### src/rtl/branch_ctrl.sv
// branch_ctrl: execute-stage branch/jump resolution controller.
// Captures one branch at a time, resolves outcome and target in a single
// COMPARE cycle, then holds a redirect toward fetch until it is accepted.
// Optional macro BRANCH_PREDICT_EN adds a 32-entry 2-bit counter table that
// feeds fetch predictions and suppresses redirects for correct predictions.
module branch_ctrl (
    input  logic        clk,
    input  logic        reset,
    input  logic        in_valid,
    output logic        in_ready,
    input  logic [1:0]  in_kind,
    input  logic [2:0]  in_funct3,
    input  logic [63:0] in_pc,
    input  logic [63:0] in_rd1,
    input  logic [63:0] in_rd2,
    input  logic [63:0] in_imm,
    input  logic        in_pred_taken,
    output logic        done,
    output logic        taken,
    output logic [63:0] link_data,
    output logic        redirect_valid,
    output logic [63:0] redirect_pc,
    input  logic        redirect_ready,
    output logic        flush,
    input  logic [63:0] pred_pc,
    output logic        pred_taken
);

    typedef enum logic [1:0] {S_IDLE, S_COMPARE, S_REDIRECT} state_t;

    state_t      state;
    logic [1:0]  c_kind;
    logic [2:0]  c_funct3;
    logic [63:0] c_pc, c_rd1, c_rd2, c_imm;
    logic        c_pred;

    logic        is_jalr, is_jump, eq, lt, res_taken, predicted, need_redirect;
    logic [63:0] target, dest;

    assign in_ready = (state == S_IDLE);

    // Resolve the captured branch: outcome, target and redirect destination.
    always_comb begin
        is_jalr   = (c_kind == 2'b10);
        is_jump   = (c_kind == 2'b01) || is_jalr;
        eq        = (c_rd1 == c_rd2);
        lt        = c_funct3[1] ? (c_rd1 < c_rd2) : ($signed(c_rd1) < $signed(c_rd2));
        case (c_funct3)
            3'b000:          res_taken = eq;
            3'b001:          res_taken = !eq;
            3'b100, 3'b110:  res_taken = lt;
            3'b101, 3'b111:  res_taken = !lt;
            default:         res_taken = 1'b0;
        endcase
        if (is_jump) res_taken = 1'b1;
        target    = is_jalr ? ((c_rd1 + c_imm) & ~64'h1) : (c_pc + c_imm);
`ifdef BRANCH_PREDICT_EN
        predicted = c_pred;
`else
        predicted = 1'b0;
`endif
        need_redirect = is_jump || (res_taken != predicted);
        dest          = res_taken ? target : (c_pc + 64'd4);
    end

    // Control FSM with registered handshake and result outputs.
    always_ff @(posedge clk) begin
        if (reset) begin
            state          <= S_IDLE;
            done           <= 1'b0;
            taken          <= 1'b0;
            flush          <= 1'b0;
            redirect_valid <= 1'b0;
            redirect_pc    <= '0;
            link_data      <= '0;
            c_kind         <= '0;
            c_funct3       <= '0;
            c_pc           <= '0;
            c_rd1          <= '0;
            c_rd2          <= '0;
            c_imm          <= '0;
            c_pred         <= 1'b0;
        end else begin
            done  <= 1'b0;
            flush <= 1'b0;
            case (state)
                S_IDLE: begin
                    if (in_valid) begin
                        c_kind   <= in_kind;
                        c_funct3 <= in_funct3;
                        c_pc     <= in_pc;
                        c_rd1    <= in_rd1;
                        c_rd2    <= in_rd2;
                        c_imm    <= in_imm;
                        c_pred   <= in_pred_taken;
                        state    <= S_COMPARE;
                    end
                end
                S_COMPARE: begin
                    done      <= 1'b1;
                    taken     <= res_taken;
                    link_data <= c_pc + 64'd4;
                    if (need_redirect) begin
                        redirect_valid <= 1'b1;
                        redirect_pc    <= dest;
                        flush          <= 1'b1;
                        state          <= S_REDIRECT;
                    end else begin
                        state <= S_IDLE;
                    end
                end
                S_REDIRECT: begin
                    if (redirect_ready) begin
                        redirect_valid <= 1'b0;
                        state          <= S_IDLE;
                    end
                end
                default: state <= S_IDLE;
            endcase
        end
    end

`ifdef BRANCH_PREDICT_EN
    logic [1:0] bht [32];
    logic [1:0] upd_cnt;
    logic       unused_pc;

    assign unused_pc  = ^{pred_pc[63:7], pred_pc[1:0]};
    assign pred_taken = bht[pred_pc[6:2]][1];
    assign upd_cnt    = bht[c_pc[6:2]];

    // Train the counter of a conditional branch as it leaves COMPARE.
    always_ff @(posedge clk) begin
        if (reset) begin
            for (int i = 0; i < 32; i++) bht[i] <= 2'b01;
        end else if (state == S_COMPARE && !is_jump) begin
            if (res_taken && upd_cnt != 2'b11)
                bht[c_pc[6:2]] <= upd_cnt + 2'b01;
            else if (!res_taken && upd_cnt != 2'b00)
                bht[c_pc[6:2]] <= upd_cnt - 2'b01;
        end
    end
`else
    logic unused_pred;

    // Without a table the fetch-side prediction and lookup PC have no effect.
    assign unused_pred = c_pred ^ (^pred_pc);
    assign pred_taken  = 1'b0;
`endif

endmodule

### config.mk
export PLATFORM = sky130hd
export DESIGN_NAME = branch_ctrl
export DESIGN_NICKNAME = d
export VERILOG_FILES = /design/src/rtl/branch_ctrl.sv
export SDC_FILE = /design/constraint.sdc
export NUM_CORES = 1
export LEC_CHECK = 0
export BUFFER_PORTS_ARGS = -buffer_cell sky130_fd_sc_hd__buf_2
export CAP_MARGIN = 20
export CORE_MARGIN = 5
export CORE_UTILIZATION = 61
export DETAILED_ROUTE_END_ITERATION = 10
export PLACE_DENSITY = 0.92
export SLEW_MARGIN = 40
export SYNTH_ARGS = -nofsm -noshare
export SYNTH_HDL_FRONTEND = slang
export SYNTH_SLANG_ARGS = --single-unit
### constraint.sdc
create_clock -name clk -period 7 [get_ports clk]
set_input_delay 1.4 -clock clk [delete_from_list [all_inputs] [get_ports clk]]
set_output_delay 1.4 -clock clk [all_outputs]
set_load 0.005 [all_outputs]
==> metrics.md, run 1 <==
| Metric | Value |
|---|---|
| Post-route ant nets | 0 |
| Placer Congestion | 1.03 |
| Final setup fails | 0 |
| R2r setup slk | 2990 ps |
| PortBufs | 397 |
| Post-Route WL | 80.9 mm |
| Cts repair resizes | 0 |
| Rows | 73 |
| Clock Skew | 15.9 ps |
| Lkg Pwr | 12.1 nW |
| Routed wire per std cell | 19.6 um |
| Postcts setup bufs | 0 |
| Crit Path Class | reg2reg |
| Starting DRT DRC Count | 2,959 |
| Synth async-reset ratio | 0% |
| Fin util | 71.1% |
| RSZ-0062 raised after global routing | false |
| Hold Crit Class | reg2reg |
| Hold Vio Cnt, Final | 0 |
| Syn Inst Count | 3,281 |
| Root buffer cell | clkbuf_16 |
| Data arrival, critical path | 4480 ps |
| Critical-path maximum fanout | 7 |
| Critical Path Start Type | register |
| Post-CTS Hold Buffers | 0 |
| Area of the die | 44,000 um^2 |
| Max-cap violation count | 0 |
| Drt pass-1 iters | 8 |
| H-tree Lvls | 2 |
| Crit path time final | 4010 ps |
| Least-Margin Pin Slew | 810 ps |
| Antenna violations before repair | 7 |
| Tot Pwr | 0.00636 W |
| Outcome | finished, final reports clean |
| Clk_lat worst skew | 570 ps |
| Final Non-Filler Cells | 4,121 |
| Flops & latches, synth | 395 |
| Biggest area consumer among synthesized cells | dfxtp_1 |
| Synth warn | 0 |
| Primary FF master, synth | dfxtp_1 |
| Max Slew Vio Count | 0 |
| Die Wd | 210 um |
| Clock sink count | 395 |
| Largest net degree at the start of global routing | 192 |
| Worst IR Drop VDD | 208 uV |
| TritonCTS clock tree | done |
| Effective utilization at floorplan | 61.5% |
| DRC Markers | 0 |
| Layout area overhead | 15.6% |
| Gr usage total | 34.4% |
| Pwr per Cell Area | 226 nW/um^2 |
| EDFF count, synth | 0 |
| Share of the synthesized area in the top cell type | 32.5% |
| Placed insts | 4,035 |
| Share of layout cells above drive strength 1 | 14.3% |
| Nets | 4,079 |
| Vias in the first global route | 22,700 |
| Fillers | 3,254 |
| Grt total ovfl | 0 |
| Final Cycle Share | 57.2% |
| Largest cells by area after synthesis | dfxtp_1 (33%), nand2_1 (11%), a21oi_1 (10%) |
| Clk slew on worst S/H paths | 60 ps |
| Vias | 25,264 |
| Syn Nets | 3,804 |
| Mapped Area | 24,300 um^2 |
| Core Box Area | 39,500 um^2 |
| Max-slew headroom | 45.9% |
| Setup_tns | 0 ps |
| Cts bufs inserted | 42 |
| Count of cell types in the netlist | 81 |
| FMAX | 0.250 GHz |
| First-pass GRT wire length | 123 mm |
| Num ports | 464 |
| Post-synthesis sequential area ratio | 32.5% |
| Worst-case clock buffer depth | 3 |
| Worst Setup End Kind | register |
| Via density | 6.13 |
| Hold Slack | 453 ps |
| Worst EP required | 7470 ps |
| Die height | 210 um |
| Synthesized area per cell | 7.41 um^2 |
| DP HPWL | 61.1 mm |
[area by class of cell]
type	count	area, um^2	share of cell area, %
flip-flops and latches	395	7910	28.1
inverters	117	439	1.56
well taps	525	657	2.34
repair buffers	414	2190	7.80
clock buffers	61	1280	4.54
diodes	6	15.0	0.0534
clock inverters	17	335	1.19
multi-input cells	2586	15300	54.4
[where the power goes]
| group | internal [W] | leakage, nW | total (W) | switching (W) |
|---|---|---|---|---|
| Combinational | 0.000467 | 8.10 | 0.00123 | 0.000763 |
| Clock | 0.00160 | 0.774 | 0.00256 | 0.000958 |
| Sequential | 0.00240 | 3.24 | 0.00257 | 0.000167 |
[worst paths after layout]
path         startpoint              end  cells after the start
min            c_rd2[6]         c_rd2[6]                      2
max           c_rd1[16]  redirect_pc[56]                     11
max reg2reg   c_rd1[16]  redirect_pc[56]                     11
min reg2reg    c_rd2[6]         c_rd2[6]                      2
[cell usage after synthesis (all sizes together), types with 6 or more instances]
| cell | n |
|---|---|
| nor3 | 36 |
| a2111oi | 6 |
| nor4 | 12 |
| nand3 | 75 |
| o21a | 15 |
| a31oi | 28 |
| nand2 | 719 |
| ha | 191 |
| xnor2 | 81 |
| and4 | 12 |
| mux2i | 12 |
| a21o | 67 |
| nor2 | 214 |
| nor2b | 12 |
| or3 | 19 |
| o21bai | 35 |
| o21ai | 137 |
| a21boi | 7 |
| xor2 | 75 |
| clkbuf | 159 |
| a221o | 8 |
| and3 | 24 |
| a2111o | 8 |
| a311oi | 13 |
| inv | 117 |
| a211oi | 93 |
| buf | 24 |
| o211ai | 19 |
| and2 | 11 |
| a21oi | 496 |
| dfxtp | 395 |
| nand2b | 15 |
| nand4 | 55 |
| or2 | 8 |
| o31ai | 12 |
[cells by family after synthesis]
group,after synthesis,synth area share [%]
compound gates,997,25.0
simple gates,1225,21.6
other cells,1,0.0154
fa+ha+maj,193,9.99
flops,395,32.5
buf+inv,300,4.73
mux,14,0.586
xor+xnor,156,5.62
[metal layers]
layer | global-route usage (%) | up-vias | share of wire, %
met4 | 16.0 | 2 | 5.1
met3 | 5.02 | 219 | 11
met5 | 0 | - | 0.014
li1 | - | 12112 | -
met1 | 50.0 | 11587 | 42
met2 | 50.4 | 1344 | 42
[critical path: stages (launching register included)]
cell and delay [ps]:
dfxtp_1 470, ha_1 370, a21oi_1 280, a21boi_0 160
a2111o_1 410, o22ai_1 400, nor3_1 190, or2_1 320
a221o_1 440, o31ai_1 260, mux2_2 370, a311oi_1 240
[placed cells by master (no fill, tap or decap), drive strengths merged, types with 67 or more instances in the layout]
master and count:
o21ai 137, nor2 214, a211oi 93, nand3 75, buf 413, xor2 75
a21o 67, dfxtp 395, inv 117, a21oi 496, nand2 719, xnor2 81
ha 191
[per-stage QoR]
step           setup slack (ps)  area (um^2)
2_1_floorplan              3800        24300
3_3_place_gp               2840        26400
3_5_place_dp               2850        26400
4_1_cts                    2720        28000
5_1_grt                    2770        28100
6_report                   2990        28100
[registers in the layout, summed over array words and instances, names as in the netlist]
| signal | count |
|---|---|
| c_funct3 | 3 |
| c_imm | 64 |
| c_kind | 2 |
| c_pc | 64 |
| c_rd1 | 64 |
| c_rd2 | 64 |
| done | 1 |
| flush | 1 |
| link_data | 64 |
| redirect_pc | 64 |
| redirect_valid | 1 |
| state | 2 |
| taken | 1 |
Note: power is estimated with default switching activity, not from simulation.
==> inputs of run 2 (changes only) <==
--- a/config.mk
+++ b/config.mk
@@ -8,9 +8,9 @@
 export BUFFER_PORTS_ARGS = -buffer_cell sky130_fd_sc_hd__buf_2
 export CAP_MARGIN = 20
 export CORE_MARGIN = 5
-export CORE_UTILIZATION = 61
+export CORE_UTILIZATION = 57
 export DETAILED_ROUTE_END_ITERATION = 10
-export PLACE_DENSITY = 0.92
+export PLACE_DENSITY = 0.87
 export SLEW_MARGIN = 40
 export SYNTH_ARGS = -nofsm -noshare
 export SYNTH_HDL_FRONTEND = slang
==> constraint.sdc (replaced) <==
create_clock -name clk -period 4 [get_ports clk]
set_input_delay 0.8 -clock clk [delete_from_list [all_inputs] [get_ports clk]]
set_output_delay 0.8 -clock clk [all_outputs]
set_load 0.005 [all_outputs]
==> run 2 against run 1 <==
  * Combinational power up 75%
  * Sequential cell count unchanged
  * Non-clock buffer count up 16
  * First-iteration DRC count down 4.8%
  * Final cell count up 0.70%
  * Die area up 6.7%
  * Sequential power up 74%
  * Largest cell class unchanged
  * Highest routed layer unchanged
==> metrics.md, run 2 (synthesized netlist as in run 1, its figures left out) <==
| Metric | Value |
|---|---|
| Layout area overhead | 15.6% |
| Placer Congestion | 1.04 |
| First-pass GRT wire length | 120 mm |
| Critical-path maximum fanout | 19 |
| Starting DRT DRC Count | 2,816 |
| Num ports | 464 |
| Fin util | 66.9% |
| Combinational power share | 20.2% |
| Die Wd | 217 um |
| Root buffer cell | clkbuf_16 |
| Largest net degree at the start of global routing | 124 |
| Worst EP required | 4420 ps |
| Cts repair resizes | 0 |
| Antenna violations before repair | 13 |
| Most frequent cells in the layout | nand2_1 (717), a21oi_1 (496), buf_2 (396) |
| Vias | 24,892 |
| Total net switching power | 0.00322 W |
| Post-route ant nets | 0 |
| Effective utilization at floorplan | 57.9% |
| Crit path time final | 3790 ps |
| Max Slew Vio Count | 0 |
| Clock power frac | 37.7% |
| Worst IR Drop VDD | 321 uV |
| Final setup fails | 0 |
| RSZ-0062 raised after global routing | false |
| R2r setup slk | 210 ps |
| FMAX | 0.264 GHz |
| Crit Path Class | reg2reg |
| DRC Markers | 0 |
| Rows | 75 |
| H-tree Lvls | 2 |
| Clk_lat worst skew | 570 ps |
| DP HPWL | 60.6 mm |
| Outcome | finished, final reports clean |
| Max-slew headroom | 42.1% |
| Clock Skew | 19.7 ps |
| Routed wire per std cell | 19.0 um |
| Cts bufs inserted | 43 |
| Data arrival, critical path | 4210 ps |
| Max-cap violation count | 0 |
| TritonCTS clock tree | done |
| Grt total ovfl | 0 |
| Hold Slack | 453 ps |
| Vias in the first global route | 22,503 |
| Clk slew on worst S/H paths | 60 ps |
| Die height | 217 um |
| Fillers | 3,618 |
| Pwr per Cell Area | 379 nW/um^2 |
| Critical Path Start Type | register |
| Final Cycle Share | 94.7% |
| Drt pass-1 iters | 8 |
| Sequential power share | 42.1% |
| Via density | 6.00 |
| Post-CTS Hold Buffers | 0 |
| Setup_tns | 0 ps |
| Pint | 0.00743 W |
| Worst-case clock buffer depth | 3 |
| Core Box Area | 42,000 um^2 |
| Nets | 4,096 |
| Clock sink count | 395 |
| Share of layout cells above drive strength 1 | 14.5% |
| Hold Crit Class | reg2reg |
| Worst Setup End Kind | register |
| Area of the die | 46,900 um^2 |
| Switching share of total power | 30.2% |
| Least-Margin Pin Slew | 868 ps |
| Most common cell after layout, fill and taps aside | nand2_1 |
| PortBufs | 397 |
| Postcts setup bufs | 0 |
| Lkg Pwr | 12.1 nW |
| Hold Vio Cnt, Final | 0 |
| Gr usage total | 31.7% |
| Post-Route WL | 79.1 mm |
[run 2: changes by cell type in the layout (fill, tap and decap cells not counted), moves of 3 or more]
cell | before | now
buf_4 | 9 | 21
buf_12 | 1 | 10
bufinv_16 | 9 | 3
clkbuf_1 | 7 | 12
buf_6 | 5 | 2
clkinv_2 | 2 | 5
[run 2: final cells by class]
cell class,instances,area [um^2],area share (%)
Multi-Input combinational cell,2586,15300,54.4
Antenna cell,7,17.5,0.0623
Sequential cell,395,7910,28.1
Tap cell,539,674,2.40
Inverter,117,439,1.56
Clock buffer,65,1280,4.56
Clock inverter,11,138,0.489
Timing Repair Buffer,430,2380,8.45
[run 2: critical path, cell delays in order, from the launching register on]
cell,delay [ps]
dfxtp_1,370
ha_1,340
nand4_1,160
nor4_1,640
nand4_1,290
xor2_1,210
o31ai_1,420
a31o_2,290
nand2_2,340
a211oi_1,520
nor3_1,80
[run 2: worst paths after layout]
check | startpoint | end | cells after the start
max | c_rd1[11] | redirect_pc[32] | 10
min reg2reg | c_rd2[28] | c_rd2[28] | 2
min | c_rd2[28] | c_rd2[28] | 2
max reg2reg | c_rd1[11] | redirect_pc[32] | 10
[run 2: per-layer routing]
layer	share of wire (%)	GRT usage, %	vias to the layer above
met4	5.4	17.2	12
li1	-	-	12144
met5	0.10	0	-
met2	42	46.2	1156
met3	9.2	4.88	235
met1	43	45.1	11345
[run 2: power groups by stage]
stage	combinational, W	sequential (W)	clock, W
2_1_floorplan	0.00143	0.00445	0
3_3_place_gp	0.00205	0.00454	0
3_5_place_dp	0.00209	0.00455	0
4_1_cts	0.00211	0.00447	0.00405
5_1_grt	0.00237	0.00451	0.00422
6_report	0.00215	0.00448	0.00401
[run 2: through the flow]
step	instance area, um^2	total power, W	setup WS, ps	std cells
final	28100	0.0106	213	4150
after global routing	28100	0.0111	28.3	4150
after CTS	28100	0.0106	290	4142
after global placement	26700	0.00659	386	4066
after floorplan	24300	0.00588	797	3281
after detailed placement	26700	0.00665	329	4066
